<file path="src/rtl/anim_controller.sv">
// Frame-locked animation controller: speed latch, pause/resume/step FSM,
// phase accumulator and manual/automatic pattern cycling for the VGA pattern pipeline.
module anim_controller #(
  parameter int NUM_SPEEDS       = 6,
  parameter int PHASE_W          = 10,
  parameter int NUM_PATTERNS     = 4,
  parameter int AUTO_FRAMES      = 256,
  parameter int SYNC_STAGES      = 2,
  parameter int VSYNC_ACTIVE_LOW = 1,
  localparam int SW  = $clog2(NUM_SPEEDS + 1),
  localparam int PSW = $clog2(NUM_PATTERNS)
) (
  input  logic                  clk,
  input  logic                  rst_n,
  input  logic                  vsync,
  input  logic                  pause,
  input  logic                  resume,
  input  logic                  step,
  input  logic                  next_pattern,
  input  logic                  auto_en,
  input  logic [NUM_SPEEDS-2:0] speed_req,
  output logic                  paused,
  output logic [SW-1:0]         step_size,
  output logic [PHASE_W-1:0]    phase,
  output logic [PSW-1:0]        pattern_sel,
  output logic                  frame_tick
);

  localparam int NIN = NUM_SPEEDS + 5;
  localparam int CW  = $clog2(AUTO_FRAMES);

  localparam logic [1:0] ST_RUN   = 2'd0;
  localparam logic [1:0] ST_PAUSE = 2'd1;
  localparam logic [1:0] ST_STEP  = 2'd2;

  logic [NIN-1:0]         sync_q [SYNC_STAGES];
  logic [SYNC_STAGES-1:0] fill_q;
  logic [NIN-1:0]         s;
  logic [4:0]             lvl, prev_q, armed_q, edge_v;
  logic                   ftick, pause_e, resume_e, step_e, next_e, auto_s;
  logic [NUM_SPEEDS-2:0]  speed_s;
  logic [SW-1:0]          speed_enc;
  logic [1:0]             state_q, state_d;
  logic                   pend_q;
  logic [CW-1:0]          cnt_q;
  logic                   run_st, advance_ok, manual_adv, auto_adv, adv;
  logic [PSW-1:0]         pat_next;

  always_ff @(posedge clk or negedge rst_n) begin
    if (!rst_n) begin
      for (int unsigned i = 0; i < SYNC_STAGES; i++) sync_q[i] <= '0;
      fill_q <= '0;
    end else begin
      sync_q[0] <= {speed_req, auto_en, next_pattern, step, resume, pause, vsync};
      for (int unsigned i = 1; i < SYNC_STAGES; i++) sync_q[i] <= sync_q[i-1];
      fill_q <= {fill_q[SYNC_STAGES-2:0], 1'b1};
    end
  end

  assign s       = sync_q[SYNC_STAGES-1];
  assign auto_s  = s[5];
  assign speed_s = s[NIN-1:6];

  // vsync is normalised so every edge source is a rising edge. An edge only
  // counts once the source has been seen low after the synchroniser filled,
  // so an input held high across reset never fires.
  assign lvl      = {s[4], s[3], s[2], s[1], (VSYNC_ACTIVE_LOW != 0) ? ~s[0] : s[0]};
  assign edge_v   = lvl & ~prev_q & armed_q;
  assign ftick    = edge_v[0];
  assign pause_e  = edge_v[1];
  assign resume_e = edge_v[2];
  assign step_e   = edge_v[3];
  assign next_e   = edge_v[4];

  always_ff @(posedge clk or negedge rst_n) begin
    if (!rst_n) begin
      prev_q  <= '0;
      armed_q <= '0;
    end else begin
      prev_q  <= lvl;
      armed_q <= armed_q | (~lvl & {5{fill_q[SYNC_STAGES-1]}});
    end
  end

  always_comb begin
    speed_enc = SW'(1);
    for (int unsigned i = 0; i < NUM_SPEEDS - 1; i++)
      if (speed_s[i]) speed_enc = SW'(i + 2);
  end

  always_comb begin
    state_d = state_q;
    case (state_q)
      ST_RUN:   if (pause_e) state_d = ST_PAUSE;
      ST_PAUSE: if (!pause_e) begin
                  if (resume_e)    state_d = ST_RUN;
                  else if (step_e) state_d = ST_STEP;
                end
      ST_STEP:  if (!pause_e) begin
                  if (resume_e)   state_d = ST_RUN;
                  else if (ftick) state_d = ST_PAUSE;
                end
      default:  state_d = ST_RUN;
    endcase
  end

  assign run_st     = (state_q == ST_RUN);
  assign advance_ok = run_st || (state_q == ST_STEP);
  assign manual_adv = ftick && pend_q;
  assign auto_adv   = ftick && auto_s && run_st && (cnt_q == CW'(AUTO_FRAMES - 1));
  assign adv        = manual_adv || auto_adv;
  assign pat_next   = (pattern_sel == PSW'(NUM_PATTERNS - 1)) ? '0 : pattern_sel + PSW'(1);
  assign paused     = (state_q != ST_RUN);

  always_ff @(posedge clk or negedge rst_n) begin
    if (!rst_n) begin
      state_q     <= ST_RUN;
      frame_tick  <= 1'b0;
      step_size   <= SW'(1);
      phase       <= '0;
      pattern_sel <= '0;
      pend_q      <= 1'b0;
      cnt_q       <= '0;
    end else begin
      state_q    <= state_d;
      frame_tick <= ftick;
      if (ftick) step_size <= speed_enc;

      // A pattern change restarts the animation, taking precedence over the step.
      if (adv) begin
        pattern_sel <= pat_next;
        phase       <= '0;
      end else if (ftick && advance_ok) begin
        phase <= phase + PHASE_W'(step_size);
      end

      if (next_e)     pend_q <= 1'b1;
      else if (ftick) pend_q <= 1'b0;

      if (!auto_s || adv)      cnt_q <= '0;
      else if (ftick && run_st) cnt_q <= cnt_q + CW'(1);
    end
  end

endmodule
</file>
<file path="config.mk">
export PLATFORM = sky130hd
export DESIGN_NAME = anim_controller
export DESIGN_NICKNAME = d
export VERILOG_FILES = /design/src/rtl/anim_controller.sv
export SDC_FILE = /design/constraint.sdc
export NUM_CORES = 1
export LEC_CHECK = 0
export CORE_AREA = 2 2 81 83
export CTS_CLUSTER_DIAMETER = 60
export DETAILED_ROUTE_END_ITERATION = 8
export DIE_AREA = 0 0 83 85
export DONT_BUFFER_PORTS = 1
export HOLD_SLACK_MARGIN = 0.15
export SETUP_SLACK_MARGIN = 0.15
export SLEW_MARGIN = 10
export SYNTH_ARGS = -nofsm -noshare
export SYNTH_HDL_FRONTEND = slang
export SYNTH_SLANG_ARGS = --single-unit
</file>
<file path="constraint.sdc">
create_clock -name clk -period 1.9 [get_ports clk]
set_input_delay 0.19 -clock clk [delete_from_list [all_inputs] [get_ports clk]]
set_output_delay 0.19 -clock clk [all_outputs]
set_load 0.02 [all_outputs]
</file>
==> impl_metrics.tcl, run 1 <==
set metrics [dict create \
    status "complete, no violations" \
    grt_pass1_wl_mm 7.155 \
    ys_types 40 \
    drv_cap 0 \
    syn_avg_cell_area_um2 12.25 \
    boundaryPins 30 \
    pre_cts_slack_ps 101.0 \
    slew_violations 0 \
    multi_input_area_um2 834.6 \
    ys.flop_type "dfrtp_1" \
    cp_slowest_cell "dfrtp_1" \
    setup_ws_ps 113.5 \
    grtUsageTotal_pct 13.34 \
    cts.sinks 61 \
    grt_overflow_total 0 \
    period_minus_slack_ps 1786 \
    post-route-util_pct 49.06 \
    post-route-period-util_pct 94.02 \
    cts_buffers 9 \
    peakVddDrop_mv 0.7797 \
    num_vias 1565 \
    met1_usage_pct 16.06 \
    seq_area_frac_synth_pct 64.30 \
    drtIter0Drc 40 \
    p_per_area_nw_per_um2 1061 \
    met2_usage_pct 19.35 \
    path_cells "or3b_4, or2_4, o31ai_4, mux2_2" \
    worstPathMaxFanout 3 \
    fin_nets 259 \
    portBuffers 0 \
    die_w_um 83 \
    hold_slack_ps 340.0 \
    synthArstFlopShare_pct 100.0 \
    syn-num-nets 213 \
    syn-cell-area_um2 2376 \
    hold_class "flip-flop to flip-flop" \
    rsz0062_at_grt "yes" \
    grt_most_used_layer "met2" \
    hold_viol_final 0 \
    wire_per_inst_um 12.83 \
    core_um2 6205 \
    worstPathArrival_ps 2020 \
    synth_area_leader_cell "dfrtp_1" \
    antenna_found_initial 0 \
    grt_max_degree 62 \
    diodes 0 \
    dp_cells 284 \
    drive_above_1_share_pct 24.08 \
    use_met3_pct 5.934 \
    vias_per_cell 4.860 \
    wl_mm 4.131 \
    synth.area.top_cells "dfrtp_1, nor2_1, ha_1" \
    drt_first_pass_iters 4 \
    path_class "flip-flop to flip-flop" \
    cp_data_required_time_ps 2130 \
    crit_path_start_kind "flip-flop" \
    grt_pass1_vias 1518 \
    slowest_delay_ps 400 \
    synth_edf_count 0 \
    end_kind "flip-flop" \
    die_h_um 85 \
    cts_tree "yes" \
    h-tree-depth 3 \
    initial_utilization_pct 38.29 \
    rows 29 \
    fin_skew_ps 9.854 \
    synth_most_common_cell "dfrtp_1" \
    num-fill-cells 560 \
    regArea_um2 1528 \
    cts.path.max_buffers 2 \
    fmax_mhz 559.8 \
    ant_nets 0 \
    setup_viol 0 \
    setup_tns_ps 0 \
    yosys_warnings 0 \
    p_leak_nw 1.343 \
    worstSkewPairLatency_ps 350 \
    clkTransAtPathRegs_ps 70 \
    gp_congestion 0.8037 \
    synth-seq-cells 61 \
    path_buf_inv 0 \
    synth_top_cell_area_share_pct 63.19 \
    dp_hpwl_mm 2.679 \
    finish.cell_count_without_fillers 322 \
    area_delta_synth_final_pct 28.12 \
    clockRootBuffer "clkbuf_8" \
    remaining_drc_errors 0 \
    die_area_um2 7055 \
    yosys-top-cells-count "dfrtp_1, nor2_1, nand2_1, inv_1, o21ai_0" \
    synthCells 194 \
    cp_top_family "simple AND/OR/NAND/NOR gates" \
]
## through the flow
stage	total power [mW]	area, um^2
after CTS	3.266	3000
after floorplan	1.834	2394
after global routing	3.409	3044
after global placement	1.988	2590
after detailed placement	1.996	2590
final	3.231	3044
## report_power, final
part | switching (mW) | internal [mW]
combinational | 0.273 | 0.240
sequential | 0.128 | 1.41
clock | 0.531 | 0.649
total | 0.932 | 2.30
## registers in the layout, summed over array words and instances, names as in the netlist
signal       count
sync_q          11
step_size        3
phase           10
s               11
state_q          2
prev_q           5
pend_q           1
fill_q           2
pattern_sel      2
frame_tick       1
armed_q          5
cnt_q            8
## area by class of cell
cell class | count | area share (%)
clock inverter | 6 | 2.343
sequential | 61 | 50.19
tap | 77 | 3.165
clock buffer | 10 | 4.521
timing repair buffer | 37 | 10.77
inverter | 13 | 1.603
multi-input combinational | 118 | 27.41
## logic make-up (layout without fill, tap and decap cells)
family	Yosys count	in the layout	synth area share, %
xor+xnor	12	12	4.423
other cells	1	1	0.1578
compound gates	31	31	9.637
flops	61	61	64.30
buf+inv	15	66	2.580
mux	2	2	0.9478
fa+ha+maj	6	6	3.476
simple gates	66	66	14.48
## routing by layer
metal | vias to the layer above | share of wire [%] | wire [um]
met5 | - | 0 | 0
met1 | 758 | 45 | 1876
li1 | 755 | - | -
met2 | 40 | 46 | 1880
met4 | 0 | 3.2 | 131
met3 | 12 | 5.9 | 244
## worst paths after layout
check                      startpoint              to  slack [ps]  cells after the start
max                         prev_q[0]  pattern_sel[1]         110                      4
max in group asynchronous       rst_n    step_size[0]        1260                      2
min in group asynchronous       rst_n            s[3]         360                      2
min reg2reg                sync_q[19]            s[8]         340                      0
max reg2reg                 prev_q[0]  pattern_sel[1]         110                      4
min                        sync_q[19]            s[8]         340                      0
## cell usage in the layout (no fill, tap or decap), types with 2 or more instances in the layout
cell type      instances
o21ai_0                7
a21o_1                 6
buf_4                 24
xor2_1                 6
clkbuf_8              10
clkinv_4               2
nor2_1                19
nor3_1                 6
clkinvlp_4             2
inv_1                 13
ha_1                   4
nand3_1                7
dfrtp_1               60
nand4_1                2
a211oi_1               2
nand3b_1               2
dlygate4sd3_1         12
nand2_1               13
xnor2_1                6
mux2_2                 2
a21oi_1                7
o211ai_1               2
## repair_timing
action | in CTS | in global routing
hold buffers | 13 | 0
gates resized for setup | 2 | 4
buffers inserted | 5 | 4
hold endpoints to repair | 72 | 0
setup endpoints to repair | 6 | 20
pin swaps | 2 | 3
gates cloned | 0 | 0
Power figures use the tool's default switching activity.
==> run 2, diff against run 1 <==
--- a/config.mk
+++ b/config.mk
@@ -14,3 +14,3 @@
 export SETUP_SLACK_MARGIN = 0.15
-export SLEW_MARGIN = 10
+export SLEW_MARGIN = 25
 export SYNTH_ARGS = -nofsm -noshare
==> constraint.sdc (replaced) <==
create_clock -name clk -period 1.9 [get_ports clk]
set_input_delay 0.475 -clock clk [delete_from_list [all_inputs] [get_ports clk]]
set_output_delay 0.475 -clock clk [all_outputs]
set_load 0.02 [all_outputs]
==> run 2 against run 1 <==
Compared with the run above: the flow now finishes with violations (hold timing); first-iteration DRC count is 60% higher; count of clock-buffer cells in the layout stayed put; non-clock buffer count is 1 lower; critical endpoint is now pattern_sel[0]; critical path type unchanged; highest routed layer unchanged.
==> impl_metrics.tcl, run 2 (synthesis results as in run 1) <==
set metrics [dict create \
    hold_viol_final 61 \
    worst-r2r-cell-count 4 \
    layout_common_cells "dfrtp_1, buf_4, nor2_1, nand2_1" \
    final_common_cell "dfrtp_1" \
    path_class "flip-flop to flip-flop" \
    use_met3_pct 6.420 \
    worstPathMaxFanout 4 \
    grtUsageTotal_pct 13.30 \
    drv_cap 0 \
    cp.depth 4 \
    setup_viol 0 \
    r2r_slack_ps 120 \
    status "complete, but fails checks" \
    antenna_found_initial 0 \
    crit_path_start_kind "flip-flop" \
    rsz0062_at_grt "yes" \
    die_w_um 83 \
    post-route-util_pct 48.48 \
    peakVddDrop_mv 0.6891 \
    startpoint "s[0]" \
    p_leak_nw 1.330 \
    grt_pass1_wl_mm 7.093 \
    reg2reg_to "pattern_sel[0]" \
    ant_nets 0 \
    hold_buffers 11 \
    dp_hpwl_mm 2.746 \
    clockRootBuffer "clkbuf_8" \
    drtIter0Drc 64 \
    p_per_area_nw_per_um2 1056 \
    cts_tree "yes" \
    hold_class "input port to async pin" \
    wl_mm 4.137 \
    cts.path.max_buffers 2 \
    initial_utilization_pct 38.29 \
    area_delta_synth_final_pct 26.59 \
    h-tree-depth 3 \
    fmax_mhz 562.1 \
    violations "hold timing" \
    gp_congestion 0.8021 \
    end_kind "flip-flop" \
    met1_usage_pct 15.83 \
    worstSkewPairLatency_ps 340 \
    die_h_um 85 \
    cp_slowest_cell "dfrtp_1" \
    total_power_mw 3.177 \
    setup_tns_ps 0 \
    remaining_drc_errors 0 \
    post-route-period-util_pct 93.64 \
    boundaryPins 30 \
    grt_overflow_total 0 \
    grt_most_used_layer "met2" \
    portBuffers 0 \
    cts_buffers 9 \
    period_minus_slack_ps 1779 \
    cp_data_required_time_ps 2120 \
    num_vias 1525 \
    grt_max_degree 62 \
    hold_slack_ps -178.9 \
    setup_ws_ps 120.8 \
    grt_pass1_vias 1536 \
    path_cells "or3b_4, or2_4, o31ai_4, mux2_2" \
    path_buf_inv 0 \
    worstPathArrival_ps 2000 \
    slowest_delay_ps 410 \
    core_um2 6205 \
    drt_first_pass_iters 4 \
    cp_top_family "simple AND/OR/NAND/NOR gates" \
    rows 29 \
    cp-endpoint "pattern_sel[0]" \
    diodes 0 \
    pre_cts_slack_ps 82.53 \
    vias_per_cell 4.751 \
    wire_per_inst_um 12.89 \
    drive_above_1_share_pct 24.18 \
    fin_nets 258 \
    fin_skew_ps 8.816 \
    cts.sinks 61 \
    die_area_um2 7055 \
    rr_startpoint "s[0]" \
    clkTransAtPathRegs_ps 70 \
    met2_usage_pct 20.01 \
    slew_violations 0 \
]
run 2: stage by stage:
step | area [um^2] | hold slack [ps] | instances
finish | 3008 | -178.9 | 321
global route | 3008 | -215.3 | 321
CTS | 2959 | -201.1 | 317
detailed placement | 2582 | 180.9 | 283
global placement | 2582 | 180.9 | 283
floorplan | 2394 | 179.4 | 194
run 2: area by class of cell:
cell class	instances	area, um^2
clock buffers	10	127.6
clock inverters	6	72.57
fillers	561	3197
inverters	13	48.80
multi-input cells	118	833.3
flip-flops and latches	61	1528
well taps	77	96.34
repair buffers	36	301.5
run 2: worst register-to-register path, cell delays in order, from the launching register on:
cell,delay [ps]
dfrtp_1,410
or3b_4,380
or2_4,280
o31ai_4,230
mux2_2,360
run 2: worst min-delay path by stage:
stage,start,end,slack [ps],depth (start not counted)
after floorplan,rst_n,armed_q[0],180,0
after global placement,rst_n,sync_q[15],180,0
after detailed placement,rst_n,sync_q[15],180,0
after CTS,rst_n,sync_q[15],-200,0
after global routing,rst_n,sync_q[15],-220,0
final,rst_n,sync_q[15],-180,0
run 2: per-layer routing:
| metal | vias to the layer above | part of all wire, % | wire [um] |
|---|---|---|---|
| met5 | - | 0 | 0 |
| met1 | 724 | 46 | 1892 |
| met3 | 11 | 5.3 | 218 |
| li1 | 756 | - | - |
| met2 | 34 | 47 | 1935 |
| met4 | 0 | 2.2 | 91 |
run 2: what timing repair did:
| action | 4_1_cts | 5_1_grt |
|---|---|---|
| resized for setup | 4 | 4 |
| endpoints found under the hold margin | 72 | 61 |
| setup buffers | 7 | 4 |
| pin swaps | 2 | 5 |
| setup endpoints to repair | 11 | 21 |
run 2: where the power goes:
part | switching (mW) | internal, mW | total, mW
registers | 0.130 | 1.41 | 1.54
clock network | 0.522 | 0.616 | 1.14
logic | 0.252 | 0.247 | 0.499
total | 0.904 | 2.27 | 3.18
